File: src/rtl/bus_arb_pkg.sv
// Shared definitions for the two-master bus arbiter.
//   arb_state_e      : arbiter FSM states
//   TIMEOUT_DATA_DEF : default response data returned when the slave times out
//   BHW_*            : byte/half/word access codes, shared with memory_top
//   rr_pick          : round-robin selection between the two pending masters
//   grant_of         : one-hot grant vector for a selected master
package bus_arb_pkg;

  typedef enum logic [1:0] {
    ST_IDLE  = 2'd0,
    ST_ISSUE = 2'd1,
    ST_WAIT  = 2'd2,
    ST_RESP  = 2'd3
  } arb_state_e;

  localparam logic [31:0] TIMEOUT_DATA_DEF = 32'hDEADBEEF;

  localparam logic [2:0] BHW_BYTE   = 3'b000;
  localparam logic [2:0] BHW_HALF   = 3'b001;
  localparam logic [2:0] BHW_WORD   = 3'b010;
  localparam logic [2:0] BHW_BYTE_U = 3'b100;
  localparam logic [2:0] BHW_HALF_U = 3'b101;

  // Returns the index of the master to serve. When both are pending the
  // round-robin pointer decides (0 favours m0, 1 favours m1).
  function automatic logic rr_pick(input logic pend0, input logic pend1, input logic rr);
    logic sel;
    if (pend0 && pend1) sel = rr;
    else                sel = pend1;
    return sel;
  endfunction

  function automatic logic [1:0] grant_of(input logic sel);
    return sel ? 2'b10 : 2'b01;
  endfunction

endpackage

File: src/rtl/bus_req_capture.sv
// Per-master request capture for the bus arbiter.
// Latches a single-cycle request pulse together with its fields and holds it
// as "pending" until the arbiter clears it after the response cycle.
// A pulse arriving while a request is still pending is dropped and the
// sticky overrun flag is raised (cleared only by reset).
// Ports:
//   i_clk, i_rst_n           clock, async active-low reset
//   i_dv                     request pulse from the master
//   i_data/i_address/i_bhw/i_write_notread   request fields
//   i_clr                    clear pending (arbiter response cycle)
//   o_pending                request waiting to be served
//   o_data/o_address/o_bhw/o_write_notread   captured fields
//   o_overrun                sticky: a request was dropped
module bus_req_capture
  import bus_arb_pkg::*;
#(
  parameter int unsigned ADDR_W = 32,
  parameter int unsigned DATA_W = 32
) (
  input  logic              i_clk,
  input  logic              i_rst_n,
  input  logic              i_dv,
  input  logic [DATA_W-1:0] i_data,
  input  logic [ADDR_W-1:0] i_address,
  input  logic [2:0]        i_bhw,
  input  logic              i_write_notread,
  input  logic              i_clr,
  output logic              o_pending,
  output logic [DATA_W-1:0] o_data,
  output logic [ADDR_W-1:0] o_address,
  output logic [2:0]        o_bhw,
  output logic              o_write_notread,
  output logic              o_overrun
);

  logic              pending_q, pending_d;
  logic              overrun_q, overrun_d;
  logic [DATA_W-1:0] data_q, data_d;
  logic [ADDR_W-1:0] addr_q, addr_d;
  logic [2:0]        bhw_q, bhw_d;
  logic              wnr_q, wnr_d;
  logic              accept;

  // A pulse in the clearing cycle is accepted: set wins over clear.
  assign accept = i_dv && (!pending_q || i_clr);

  always_comb begin
    pending_d = pending_q;
    overrun_d = overrun_q;
    data_d    = data_q;
    addr_d    = addr_q;
    bhw_d     = bhw_q;
    wnr_d     = wnr_q;
    if (accept) begin
      pending_d = 1'b1;
      data_d    = i_data;
      addr_d    = i_address;
      bhw_d     = i_bhw;
      wnr_d     = i_write_notread;
    end else if (i_clr) begin
      pending_d = 1'b0;
    end
    if (i_dv && !accept) overrun_d = 1'b1;
  end

  always_ff @(posedge i_clk or negedge i_rst_n) begin
    if (!i_rst_n) begin
      pending_q <= 1'b0;
      overrun_q <= 1'b0;
      data_q    <= '0;
      addr_q    <= '0;
      bhw_q     <= '0;
      wnr_q     <= 1'b0;
    end else begin
      pending_q <= pending_d;
      overrun_q <= overrun_d;
      data_q    <= data_d;
      addr_q    <= addr_d;
      bhw_q     <= bhw_d;
      wnr_q     <= wnr_d;
    end
  end

  assign o_pending       = pending_q;
  assign o_data          = data_q;
  assign o_address       = addr_q;
  assign o_bhw           = bhw_q;
  assign o_write_notread = wnr_q;
  assign o_overrun       = overrun_q;

endmodule

File: src/rtl/bus_arbiter_2m.sv
// Two-master arbiter sharing the memory_top bus port between CPU_top (m0)
// and a secondary master (m1). One transaction at a time, round-robin when
// both masters are pending, with a response timeout so a hung slave cannot
// lock the bus.
// Ports:
//   i_clk, i_rst_n                    clock, async active-low reset
//   i_mX_* (X = 0,1)                  master request fields and pulse
//   o_mX_data/o_mX_DV/o_mX_timeout    response to master X
//   o_s_*                             request to the slave (o_s_DV pulse)
//   i_s_data/i_s_DV                   slave completion
//   o_grant                           one-hot current owner, 00 when idle
//   o_overrun                         sticky per-master dropped-request flags
//
// state    | meaning
// ---------+-----------------------------------------------------------
// ST_IDLE  | no transaction; pick a pending master and load o_s_*
// ST_ISSUE | o_s_DV high for one cycle; slave may already complete here
// ST_WAIT  | waiting for i_s_DV or for the timeout count
// ST_RESP  | o_mX_DV to the owner; clear its pending flag, flip rr
module bus_arbiter_2m
  import bus_arb_pkg::*;
#(
  parameter int unsigned       ADDR_W       = 32,
  parameter int unsigned       DATA_W       = 32,
  parameter int unsigned       TIMEOUT      = 1023,
  parameter logic [DATA_W-1:0] TIMEOUT_DATA = DATA_W'(TIMEOUT_DATA_DEF)
) (
  input  logic              i_clk,
  input  logic              i_rst_n,
  input  logic [DATA_W-1:0] i_m0_data,
  input  logic [ADDR_W-1:0] i_m0_address,
  input  logic              i_m0_DV,
  input  logic [2:0]        i_m0_bhw,
  input  logic              i_m0_write_notread,
  output logic [DATA_W-1:0] o_m0_data,
  output logic              o_m0_DV,
  output logic              o_m0_timeout,
  input  logic [DATA_W-1:0] i_m1_data,
  input  logic [ADDR_W-1:0] i_m1_address,
  input  logic              i_m1_DV,
  input  logic [2:0]        i_m1_bhw,
  input  logic              i_m1_write_notread,
  output logic [DATA_W-1:0] o_m1_data,
  output logic              o_m1_DV,
  output logic              o_m1_timeout,
  output logic [DATA_W-1:0] o_s_data,
  output logic [ADDR_W-1:0] o_s_address,
  output logic [2:0]        o_s_bhw,
  output logic              o_s_write_notread,
  output logic              o_s_DV,
  input  logic [DATA_W-1:0] i_s_data,
  input  logic              i_s_DV,
  output logic [1:0]        o_grant,
  output logic [1:0]        o_overrun
);

  localparam int unsigned CNT_W = (TIMEOUT < 2) ? 1 : $clog2(TIMEOUT + 1);
  localparam logic [CNT_W-1:0] TO_CNT = CNT_W'(TIMEOUT);

  logic [1:0]        pend;
  logic [1:0]        clr;
  logic [DATA_W-1:0] cap_data [2];
  logic [ADDR_W-1:0] cap_addr [2];
  logic [2:0]        cap_bhw  [2];
  logic              cap_wnr  [2];

  bus_req_capture #(.ADDR_W(ADDR_W), .DATA_W(DATA_W)) u_cap_m0 (
    .i_clk           (i_clk),
    .i_rst_n         (i_rst_n),
    .i_dv            (i_m0_DV),
    .i_data          (i_m0_data),
    .i_address       (i_m0_address),
    .i_bhw           (i_m0_bhw),
    .i_write_notread (i_m0_write_notread),
    .i_clr           (clr[0]),
    .o_pending       (pend[0]),
    .o_data          (cap_data[0]),
    .o_address       (cap_addr[0]),
    .o_bhw           (cap_bhw[0]),
    .o_write_notread (cap_wnr[0]),
    .o_overrun       (o_overrun[0])
  );

  bus_req_capture #(.ADDR_W(ADDR_W), .DATA_W(DATA_W)) u_cap_m1 (
    .i_clk           (i_clk),
    .i_rst_n         (i_rst_n),
    .i_dv            (i_m1_DV),
    .i_data          (i_m1_data),
    .i_address       (i_m1_address),
    .i_bhw           (i_m1_bhw),
    .i_write_notread (i_m1_write_notread),
    .i_clr           (clr[1]),
    .o_pending       (pend[1]),
    .o_data          (cap_data[1]),
    .o_address       (cap_addr[1]),
    .o_bhw           (cap_bhw[1]),
    .o_write_notread (cap_wnr[1]),
    .o_overrun       (o_overrun[1])
  );

  arb_state_e        state_q, state_d;
  logic [1:0]        grant_q, grant_d;
  logic              rr_q, rr_d;
  logic [CNT_W-1:0]  cnt_q, cnt_d;
  logic              s_dv_q, s_dv_d;
  logic [DATA_W-1:0] s_data_q, s_data_d;
  logic [ADDR_W-1:0] s_addr_q, s_addr_d;
  logic [2:0]        s_bhw_q, s_bhw_d;
  logic              s_wnr_q, s_wnr_d;
  logic              m0_dv_q, m0_dv_d, m1_dv_q, m1_dv_d;
  logic              m0_to_q, m0_to_d, m1_to_q, m1_to_d;
  logic [DATA_W-1:0] m0_data_q, m0_data_d, m1_data_q, m1_data_d;

  logic              sel;
  logic              owner;
  logic              timeout_hit;
  logic              resp_fire;
  logic              resp_to;
  logic [DATA_W-1:0] resp_data;

  assign owner       = grant_q[1];
  assign timeout_hit = (TIMEOUT != 0) && (cnt_q == TO_CNT);

  always_comb begin
    state_d   = state_q;
    grant_d   = grant_q;
    rr_d      = rr_q;
    cnt_d     = cnt_q;
    s_dv_d    = 1'b0;
    s_data_d  = s_data_q;
    s_addr_d  = s_addr_q;
    s_bhw_d   = s_bhw_q;
    s_wnr_d   = s_wnr_q;
    resp_fire = 1'b0;
    resp_to   = 1'b0;
    resp_data = i_s_data;
    clr       = 2'b00;
    sel       = rr_pick(pend[0], pend[1], rr_q);

    case (state_q)
      ST_IDLE: begin
        if (|pend) begin
          s_data_d = cap_data[sel];
          s_addr_d = cap_addr[sel];
          s_bhw_d  = cap_bhw[sel];
          s_wnr_d  = cap_wnr[sel];
          grant_d  = grant_of(sel);
          s_dv_d   = 1'b1;
          cnt_d    = '0;
          state_d  = ST_ISSUE;
        end
      end
      ST_ISSUE, ST_WAIT: begin
        cnt_d = cnt_q + CNT_W'(1);
        if (i_s_DV) begin
          resp_fire = 1'b1;
          resp_data = i_s_data;
          state_d   = ST_RESP;
        end else if ((state_q == ST_WAIT) && timeout_hit) begin
          resp_fire = 1'b1;
          resp_data = TIMEOUT_DATA;
          resp_to   = 1'b1;
          state_d   = ST_RESP;
        end else begin
          state_d = ST_WAIT;
        end
      end
      ST_RESP: begin
        clr     = grant_q;
        rr_d    = ~owner;
        grant_d = 2'b00;
        state_d = ST_IDLE;
      end
      default: state_d = ST_IDLE;
    endcase

    // Response pulses are registered so o_mX_DV lands in the RESP cycle.
    m0_dv_d   = resp_fire && !owner;
    m1_dv_d   = resp_fire &&  owner;
    m0_to_d   = resp_fire && !owner && resp_to;
    m1_to_d   = resp_fire &&  owner && resp_to;
    m0_data_d = (resp_fire && !owner) ? resp_data : m0_data_q;
    m1_data_d = (resp_fire &&  owner) ? resp_data : m1_data_q;
  end

  always_ff @(posedge i_clk or negedge i_rst_n) begin
    if (!i_rst_n) begin
      state_q   <= ST_IDLE;
      grant_q   <= 2'b00;
      rr_q      <= 1'b0;
      cnt_q     <= '0;
      s_dv_q    <= 1'b0;
      s_data_q  <= '0;
      s_addr_q  <= '0;
      s_bhw_q   <= '0;
      s_wnr_q   <= 1'b0;
      m0_dv_q   <= 1'b0;
      m1_dv_q   <= 1'b0;
      m0_to_q   <= 1'b0;
      m1_to_q   <= 1'b0;
      m0_data_q <= '0;
      m1_data_q <= '0;
    end else begin
      state_q   <= state_d;
      grant_q   <= grant_d;
      rr_q      <= rr_d;
      cnt_q     <= cnt_d;
      s_dv_q    <= s_dv_d;
      s_data_q  <= s_data_d;
      s_addr_q  <= s_addr_d;
      s_bhw_q   <= s_bhw_d;
      s_wnr_q   <= s_wnr_d;
      m0_dv_q   <= m0_dv_d;
      m1_dv_q   <= m1_dv_d;
      m0_to_q   <= m0_to_d;
      m1_to_q   <= m1_to_d;
      m0_data_q <= m0_data_d;
      m1_data_q <= m1_data_d;
    end
  end

  assign o_grant           = grant_q;
  assign o_s_DV            = s_dv_q;
  assign o_s_data          = s_data_q;
  assign o_s_address       = s_addr_q;
  assign o_s_bhw           = s_bhw_q;
  assign o_s_write_notread = s_wnr_q;
  assign o_m0_DV           = m0_dv_q;
  assign o_m1_DV           = m1_dv_q;
  assign o_m0_timeout      = m0_to_q;
  assign o_m1_timeout      = m1_to_q;
  assign o_m0_data         = m0_data_q;
  assign o_m1_data         = m1_data_q;

endmodule
File: config.mk
export PLATFORM = sky130hd
export DESIGN_NAME = bus_arbiter_2m
export DESIGN_NICKNAME = d
export VERILOG_FILES = /design/src/rtl/bus_arb_pkg.sv /design/src/rtl/bus_req_capture.sv /design/src/rtl/bus_arbiter_2m.sv
export SDC_FILE = /design/constraint.sdc
export NUM_CORES = 1
export LEC_CHECK = 0
export BUFFER_PORTS_ARGS = -buffer_cell sky130_fd_sc_hd__buf_2
export CORE_AREA = 2 2 195 149
export CTS_CLUSTER_SIZE = 40
export DETAILED_ROUTE_END_ITERATION = 8
export DIE_AREA = 0 0 197 151
export PLACE_DENSITY_LB_ADDON = 0.15
export SETUP_SLACK_MARGIN = 0.15
export SYNTH_ARGS = -nofsm -noshare
export SYNTH_HDL_FRONTEND = slang
export SYNTH_SLANG_ARGS = --single-unit
export TNS_END_PERCENT = 100
File: constraint.sdc
create_clock -name i_clk -period 2 [get_ports i_clk]
set_clock_uncertainty 0.15 [all_clocks]
set_input_delay 0.2 -clock i_clk [delete_from_list [all_inputs] [get_ports i_clk]]
set_output_delay 0.2 -clock i_clk [all_outputs]
set_load 0.01 [all_outputs]
==> results of run 1 <==
==> path summary, 6_finish.rpt <==
kind	start	endpoint	slack, ns
max	state_q[1]	u_cap_m0.o_address[25]	0.05
min	i_rst_n	o_m1_data[11]	0.03
max reg2reg	state_q[1]	u_cap_m0.o_address[25]	0.05
min reg2reg	u_cap_m1.o_overrun	u_cap_m1.o_overrun	0.32
max in group asynchronous	i_rst_n	cnt_q[0]	0.92
min in group i_clk	i_m0_address[19]	u_cap_m0.o_address[19]	0.27
==> timing repair <==
action | 4_1_cts | 5_1_grt
endpoints found under the hold margin | 498 | 0
setup endpoints to repair | 183 | 278
pin swaps | 3 | 9
gates cloned | 5 | 8
buffers inserted | 5 | 6
hold buffers | 172 | 0
resized for setup | 27 | 116
==> through the flow <==
stage,cells,power [mW]
floorplan,955,16.2
global placement,1607,19.6
detailed placement,1607,19.9
CTS,1844,26.2
global route,1858,29.0
finish,1859,27.5
==> Yosys cell counts (13+ instances only) <==
cell type / n
nand2b_1: 27
buf_6: 13
mux2_4: 40
buf_2: 18
nor2_1: 24
a221o_1: 68
o2bb2ai_1: 16
and2_1: 69
a2bb2oi_1: 49
clkbuf_1: 38
dfrtp_1: 292
mux2_2: 96
a21oi_1: 22
nand2_1: 103
==> logic make-up (layout without fill, tap and decap cells) <==
| group | Yosys count | after routing | synth area share, % |
|---|---|---|---|
| other cells | 0 | 1 | 0 |
| simple gates | 252 | 253 | 10.4 |
| compound gates | 182 | 182 | 12.6 |
| buf+inv | 84 | 629 | 3.67 |
| mux | 141 | 141 | 14.0 |
| flops | 292 | 292 | 58.9 |
| fa+ha+maj | 4 | 4 | 0.404 |
==> state kept, by name (all words and copies together), names as in the netlist, 10 cells and up <==
signal	cells
u_cap_m0.o_address	32
u_cap_m1.o_data	32
u_cap_m1.o_address	32
o_m1_data	32
o_s_data	32
cnt_q	10
o_s_address	32
o_m0_data	32
u_cap_m0.o_data	32
==> area by class of cell <==
| type | count | area [um2] |
|---|---|---|
| sequential | 292 | 7310 |
| antenna | 1 | 2.50 |
| fill | 2048 | 9170 |
| multi-input combinational | 580 | 5250 |
| clock inverter | 10 | 80.1 |
| inverter | 8 | 32.5 |
| timing repair buffer | 566 | 4500 |
| clock buffer | 45 | 928 |
| tap | 357 | 447 |
==> power breakdown <==
part | internal [mW] | switching (mW) | total, mW | leakage, nW
logic | 6.23 | 5.30 | 11.5 | 4.87
clock network | 3.32 | 2.34 | 5.66 | 0.500
registers | 8.58 | 1.70 | 10.3 | 3.58
total | 18.1 | 9.34 | 27.5 | 8.95
==> worst reg2reg max path, cell delays in order, from the launching register on <==
cell	delay [ns]
dfrtp_2	0.45
ha_4	0.20
a21boi_4	0.21
nand2b_4	0.20
buf_12	0.17
clkbuf_16	0.17
mux2_4	0.29
==> per-layer routing <==
layer  vias up  track usage (%)  share of wire (%)
met4         0             5.30                1.9
met3        50             4.83                6.4
met1      5038             35.4                 46
li1       4486                -                  -
met5         -                0                  0
met2       338             37.3                 46
==> qor.csv, run 1 <==
metric,value,unit
data arrival time of the critical path,2.22,ns
Synth Warn #,0,
post-place instance area,14700,um2
"EDFF count, synth",0,
layout cell share with drive strength beyond 1,44.3,%
pins over their slew limit,0,
wire per inst,20.4,um
Boundary Pins,314,
portion of synthesized cell area occupied by the leading cell type,58.9,%
clock transition at the registers of the reported paths,0.06,ns
Rows,53,
final critical delay including setup and external delays,1.95,ns
overall routing resource usage,24.1,%
PortBufs,313,
synthesis-to-layout area growth,49.6,%
vias per cell,5.33,
"top library cells by usage in the layout, fill and taps aside","buf_2 (312), dfrtp_1 (289), dlygate4sd3_1 (172)",
Max clock buf depth,3,
remaining global-route overflow,0,
DP HPWL,22800,um
worst relative slew slack,67.6,%
via count of the first global-routing pass,10100,
dominant cell type by area after synthesis,dfrtp_1,
gate count after technology mapping,955,
summed instance area of the synthesized netlist,12400,um2
flip-flop and latch count after synthesis,292,
remaining number of nets flagged by the antenna check after routing,0,
number of antenna violations at the first check in global routing,0,
Post-Syn Area per Cell,13.0,um2
Clock Tree Root,clkbuf_16,
sort of element at the start of the critical path,flip-flop,
final hold violation count,0,
Critical Path Max Stage Delay,0.45,ns
wire length of the first global-routing pass,56500,um
cell with the largest stage delay on the worst path,dfrtp_2,
total routed wirelength,37800,um
number of clock buffers inserted by TritonCTS,30,
pin count of the biggest net entering global routing,58,
remaining design rule violation count,0,
maximum achievable frequency,0.513,GHz
slew at the pin closest to its max-slew limit,0.486,ns
cell types occupying the most area after synthesis,"dfrtp_1 (59%), mux2_2 (8.7%), a221o_1 (5.5%)",
count of routing violations after the opening detailed-route iteration,496,
critical path endpoint category,flip-flop,
portion of the clock cycle consumed by the worst path in the final layout,97.4,%
synthesized net count,1132,
final instance area,18600,um2
crit path max fanout,6,
Sum Neg Setup Slack,0,ns
fraction of the yosys area taken by sequential cells,58.9,%
RSZ-0062 raised after global routing,true,
clock latency at the later pin of the worst-skew pair,0.54,ns
Power Density,1480,nW/um2
final critical-path setup slack,0.0521,ns
ys async rst share,100,%
CTS Sinks,292,
die outline height,151,um
Max Cap Violations,0,
CTS tree,yes,
starting density of the core,44.7,%
level count of the clock H-tree,1,
number of stages on the worst setup path,6,
total iterations of the first detailed-routing run,7,
"Req. time, crit path",2.28,ns
cell count of the worst reg-to-reg path,6,
Crit path buffers/inverters,2,
distinct cell type count of the synthesized netlist,51,
area of the die,29700,um2
Final nets,1655,
"most common cell after layout, fill and taps aside",buf_2,
worst setup path category,flip-flop to flip-flop,
Post-Route Utilization,66.9,%
Top delay family on crit path,flip-flops,
Hold Slack,0.0296,ns
series of cell instances along the critical path,"ha_4, a21boi_4, nand2b_4, buf_12, clkbuf_16, mux2_4",
largest vdd supply drop,0.723,mV
setup slack at placement,0.0212,ns
leakage,8.95,nW
weighted congestion reported at the end of routability-driven placement,0.794,
path category of the worst min-delay check,primary input to asynchronous set/reset pin,
outcome,"complete, no violations",
horizontal die dimension,197,um
via total after detailed routing,9912,
Setup-failing EPs final,0,
most frequently used flop master after synthesis,dfrtp_1,
placeable core region,27700,um2
Power figures use the tool's default switching activity.
==> run 2, diff against run 1 <==
--- a/config.mk
+++ b/config.mk
@@ -7,2 +7,3 @@
 export LEC_CHECK = 0
+export ABC_CLOCK_PERIOD_IN_PS = 2300
 export BUFFER_PORTS_ARGS = -buffer_cell sky130_fd_sc_hd__buf_2
==> constraint.sdc (replaced) <==
create_clock -name i_clk -period 2.3 [get_ports i_clk]
set_clock_uncertainty 0.15 [all_clocks]
set_input_delay 0.23 -clock i_clk [delete_from_list [all_inputs] [get_ports i_clk]]
set_output_delay 0.23 -clock i_clk [all_outputs]
set_load 0.1 [all_outputs]
==> qor.csv, run 2 (synthesis gave the netlist of run 1 again) <==
metric,value,unit,change
"top library cells by usage in the layout, fill and taps aside","buf_2 (312), dfrtp_1 (290), dlygate4sd3_1 (172)",,
wire per inst,18.8,um,-7.4%
placeable core region,27700,um2,unchanged
Final nets,1615,,-2.4%
layout cell share with drive strength beyond 1,37.9,%,-6.4 points
critical path endpoint category,flip-flop,,
final critical delay including setup and external delays,2.05,ns,+0.103 ns
horizontal die dimension,197,um,unchanged
number of antenna violations at the first check in global routing,0,,unchanged
Max Cap Violations,0,,unchanged
remaining global-route overflow,0,,unchanged
path category of the worst min-delay check,primary input to asynchronous set/reset pin,,
clock latency at the later pin of the worst-skew pair,0.53,ns,about the same
clock transition at the registers of the reported paths,0.06,ns,about the same
remaining number of nets flagged by the antenna check after routing,0,,unchanged
synthesis-to-layout area growth,38.9,%,
leakage,8.31,nW,-7.2%
RSZ-0062 raised after global routing,false,,
number of clock buffers inserted by TritonCTS,29,,-3.3%
count of routing violations after the opening detailed-route iteration,623,,+26%
sort of element at the start of the critical path,flip-flop,,
count of filler cells inserted in the layout,2182,,+6.5%
portion of the clock cycle consumed by the worst path in the final layout,89.2,%,-8.2 points
slew at the pin closest to its max-slew limit,0.766,ns,+0.281 ns
worst setup path category,flip-flop to flip-flop,,
level count of the clock H-tree,1,,unchanged
area of the die,29700,um2,unchanged
starting density of the core,44.7,%,unchanged
final hold violation count,0,,unchanged
area used by multi-input combinational logic,4670,um2,-11%
total routed wirelength,34200,um,-9.6%
Clock Tree Root,clkbuf_16,,
Max clock buf depth,3,,unchanged
sequential standard cell area,7310,um2,about the same
Setup-failing EPs final,0,,unchanged
outcome,"complete, no violations",,
weighted congestion reported at the end of routability-driven placement,0.822,,+3.5%
maximum achievable frequency,0.488,GHz,-5.0%
data arrival time of the critical path,2.32,ns,+0.10 ns
Boundary Pins,314,,unchanged
PortBufs,313,,unchanged
wire length of the first global-routing pass,53900,um,-4.7%
"most common cell after layout, fill and taps aside",buf_2,,
overall routing resource usage,22.7,%,-1.4 points
filler-free cell count of the finished design,1816,,-2.3%
die outline height,151,um,unchanged
CTS Sinks,292,,unchanged
crit path max fanout,34,,+28
placed cell count,1583,,-1.5%
total iterations of the first detailed-routing run,5,,-2
pin count of the biggest net entering global routing,74,,+28%
"Req. time, crit path",2.56,ns,+0.28 ns
worst relative slew slack,48.9,%,-19 points
largest vdd supply drop,1.03,mV,+43%
pins over their slew limit,0,,unchanged
DP HPWL,21400,um,-6.2%
Rows,53,,unchanged
via total after detailed routing,9485,,-4.3%
Sum Neg Setup Slack,0,ns,unchanged
vias per cell,5.22,,-2.0%
via count of the first global-routing pass,9706,,-3.7%
CTS tree,yes,,
remaining design rule violation count,0,,unchanged
Power Density,1660,nW/um2,+12%
==> run 2: final timing paths <==
kind / from / endpoint / slack, ns / cells after the start
worst max-delay path: state_q[0] / u_cap_m1.o_address[2] / 0.25 / 5
worst min register to register: u_cap_m1.o_overrun / u_cap_m1.o_overrun / 0.31 / 1
worst min-delay path: i_rst_n / u_cap_m1.o_data[25] / 0.11 / 2
worst max register to register: state_q[0] / u_cap_m1.o_address[2] / 0.25 / 5
max in group asynchronous: i_rst_n / o_s_address[27] / 1.15 / 3
min in group i_clk: i_m0_data[15] / u_cap_m0.o_data[15] / 0.30 / 3
==> run 2: through the flow <==
step	util (%)	instance area [um2]	setup slack, ns	total power, mW	hold WS, ns
floorplan	-	12400	0.216	20.7	-0.216
global placement	52.3	14500	0.235	23.5	0.111
detailed placement	52.3	14500	0.182	23.8	0.110
CTS	61.9	17100	0.175	28.8	0.126
global route	62.1	17200	0.160	30.0	0.141
finish	62.1	17200	0.249	28.7	0.115
==> run 2: layout make-up <==
cell class,count,area share (%)
well taps,357,2.59
clock buffers,45,5.03
clock inverters,6,0.341
diodes,1,0.0145
inverters,8,0.174
repair buffers,528,22.3
multi-input cells,579,27.1
flip-flops and latches,292,42.4
==> run 2: power by group <==
group | switching, mW | internal [mW] | leakage (nW) | total (mW)
combinational | 10.8 | 4.40 | 4.27 | 15.2
clock | 1.94 | 2.68 | 0.458 | 4.62
sequential | 1.36 | 7.46 | 3.58 | 8.82
total | 14.1 | 14.5 | 8.31 | 28.7
==> run 2: timing repair <==
item	in CTS	in global routing
gates resized for setup	0	1
setup endpoints to repair	0	68
hold buffers	172	0
buffers inserted	0	9
hold endpoints to repair	329	0
==> run 2: per-layer routing <==
layer | vias to the layer above | track usage, % | share of wire (%) | routed length, um
met2 | 300 | 36.2 | 46 | 15700
li1 | 4397 | - | - | -
met1 | 4737 | 32.6 | 46 | 15800
met3 | 51 | 4.19 | 6.1 | 2070
met4 | 0 | 4.89 | 2.0 | 673
met5 | - | 0 | 0 | 0
==> run 2: critical path: stages (launching register included) <==
cell	delay, ns
dfrtp_1	0.39
ha_1	0.26
a21boi_2	0.24
nand2b_4	0.22
buf_12	0.25
mux2_2	0.37
==> run 3, diff against run 2 <==
- CAP_MARGIN: unset -> 0
- CORE_AREA: 2 2 195 149 -> 2 2 207 158
- DIE_AREA: 0 0 197 151 -> 0 0 209 160
- TNS_END_PERCENT: 100 -> unset
==> qor.csv, run 3 (synthesis gave the netlist of run 1 again) <==
metric,value,unit,change
DP HPWL,21600,um,+1.0%
sort of element at the start of the critical path,flip-flop,,
level count of the clock H-tree,2,,+1
Sum Neg Setup Slack,0,ns,unchanged
Power Density,1690,nW/um2,+1.6%
Hold Slack,0.0231,ns,-0.0916 ns
pins over their slew limit,0,,unchanged
worst setup path category,flip-flop to flip-flop,,
remaining global-route overflow,0,,unchanged
Final nets,1602,,-0.80%
Switching Power,14.3,mW,+0.97%
via count of the first global-routing pass,9750,,+0.45%
pin count of the biggest net entering global routing,76,,+2.7%
"most common cell after layout, fill and taps aside",buf_2,,
crit path max fanout,42,,+24%
worst relative slew slack,47.1,%,-1.8 points
critical path endpoint category,flip-flop,,
Inserted Diodes,0,,-1
path category of the worst min-delay check,primary input to flip-flop,,
Combinational Power Share,51.4,%,-1.7 points
vias per cell,5.04,,-3.4%
setup slack at placement,0.230,ns,+0.0476 ns
number of clock buffers inserted by TritonCTS,34,,+17%
largest vdd supply drop,1.15,mV,+12%
Max clock buf depth,3,,unchanged
remaining number of nets flagged by the antenna check after routing,0,,unchanged
clock latency at the later pin of the worst-skew pair,0.51,ns,-0.02 ns
remaining design rule violation count,0,,unchanged
portion of the clock cycle consumed by the worst path in the final layout,87.9,%,-1.2 points
weighted congestion reported at the end of routability-driven placement,0.790,,-3.9%
Power Internal,15.1,mW,+3.9%
final hold violation count,0,,unchanged
slew at the pin closest to its max-slew limit,0.791,ns,+0.0244 ns
number of antenna violations at the first check in global routing,1,,+1
leakage,8.32,nW,+0.14%
area of the die,33400,um2,+12%
total routed wirelength,35200,um,+2.8%
horizontal die dimension,209,um,+6.1%
Rows,57,,+7.5%
Post-Route Utilization,54.7,%,-7.4 points
PortBufs,313,,unchanged
"top library cells by usage in the layout, fill and taps aside","buf_2 (312), dfrtp_1 (290), dlygate4sd3_1 (172)",,
outcome,"complete, no violations",,
overall routing resource usage,21.2,%,-1.5 points
CTS Sinks,292,,unchanged
clock network power share,18.6,%,+2.5 points
Clock Tree Root,clkbuf_16,,
CTS tree,yes,,
clock transition at the registers of the reported paths,0.06,ns,about the same
placeable core region,31700,um2,+14%
Setup-failing EPs final,0,,unchanged
wire length of the first global-routing pass,56500,um,+4.9%
total iterations of the first detailed-routing run,5,,unchanged
synthesis-to-layout area growth,40.1,%,
final critical delay including setup and external delays,2.02,ns,-0.0284 ns
count of routing violations after the opening detailed-route iteration,520,,-17%
wire per inst,18.9,um,+0.32%
maximum achievable frequency,0.494,GHz,+1.4%
die outline height,160,um,+6.0%
Total Power,29.4,mW,+2.4%
data arrival time of the critical path,2.26,ns,-0.06 ns
layout cell share with drive strength beyond 1,37.8,%,-0.058 points
Boundary Pins,314,,unchanged
RSZ-0062 raised after global routing,false,,
"Req. time, crit path",2.54,ns,-0.02 ns
via total after detailed routing,9383,,-1.1%
starting density of the core,39.1,%,-5.7 points
final critical-path setup slack,0.277,ns,+0.0284 ns
switching part of the total power,48.6,%,-0.71 points
sequential group share of total power,30.0,%,-0.8 points
post-CTS setup buffer count,0,,unchanged
Max Cap Violations,0,,unchanged
-- run 3: path summary, 6_finish.rpt --
| kind | slack [ns] | cells past startpoint | endpoint | from |
|---|---|---|---|---|
| min in group asynchronous | 0.22 | 3 | o_m1_DV | i_rst_n |
| hold reg to reg | 0.32 | 1 | u_cap_m0.o_overrun | u_cap_m0.o_overrun |
| max in group asynchronous | 0.63 | 3 | o_s_data[1] | i_rst_n |
| setup / recovery | 0.28 | 5 | u_cap_m1.o_address[4] | state_q[0] |
| setup reg to reg | 0.28 | 5 | u_cap_m1.o_address[4] | state_q[0] |
| hold / removal | 0.02 | 4 | o_m0_data[0] | i_s_data[0] |
-- run 3: area by class of cell --
cell class | count | area [um2]
fillers | 2702 | 14400
inverters | 8 | 30.0
clock buffers | 51 | 1070
clock inverters | 7 | 71.3
repair buffers | 510 | 3690
multi-input cells | 579 | 4690
well taps | 413 | 517
flip-flops and latches | 292 | 7310
-- run 3: worst max-delay path, stage by stage, from the launching register on --
cell and delay, ns:
dfrtp_1 0.39, ha_1 0.30, a21boi_2 0.21, nand2b_4 0.18, buf_12 0.26, mux2_2 0.38
-- run 3: per-layer routing --
layer / track usage, % / part of all wire [%]
met1: 31.0 / 47
met3: 5.60 / 6.7
met5: 0 / 0.037
met4: 4.64 / 1.4
met2: 31.7 / 44
-- run 3: power by group through the flow --
stage          clock, mW  combinational (mW)  sequential (mW)
3_5_place_dp           0                14.9             8.85
6_report            5.45                15.1             8.81
2_1_floorplan          0                5.06             15.6
4_1_cts             5.61                15.2             8.80
5_1_grt             5.86                15.9             9.10
3_3_place_gp           0                14.7             8.81
-- run 3: what timing repair did --
item                                   in CTS  in global routing
setup endpoints to repair                   0                  9
endpoints found under the hold margin     495                  0
gates resized for setup                     0                  4
hold buffers                              172                  0
-- run 3: stage by stage --
step	cells	area, um2
floorplan	955	12400
global placement	1630	14500
detailed placement	1630	14500
CTS	1860	17400
global route	1860	17400
finish	1860	17400
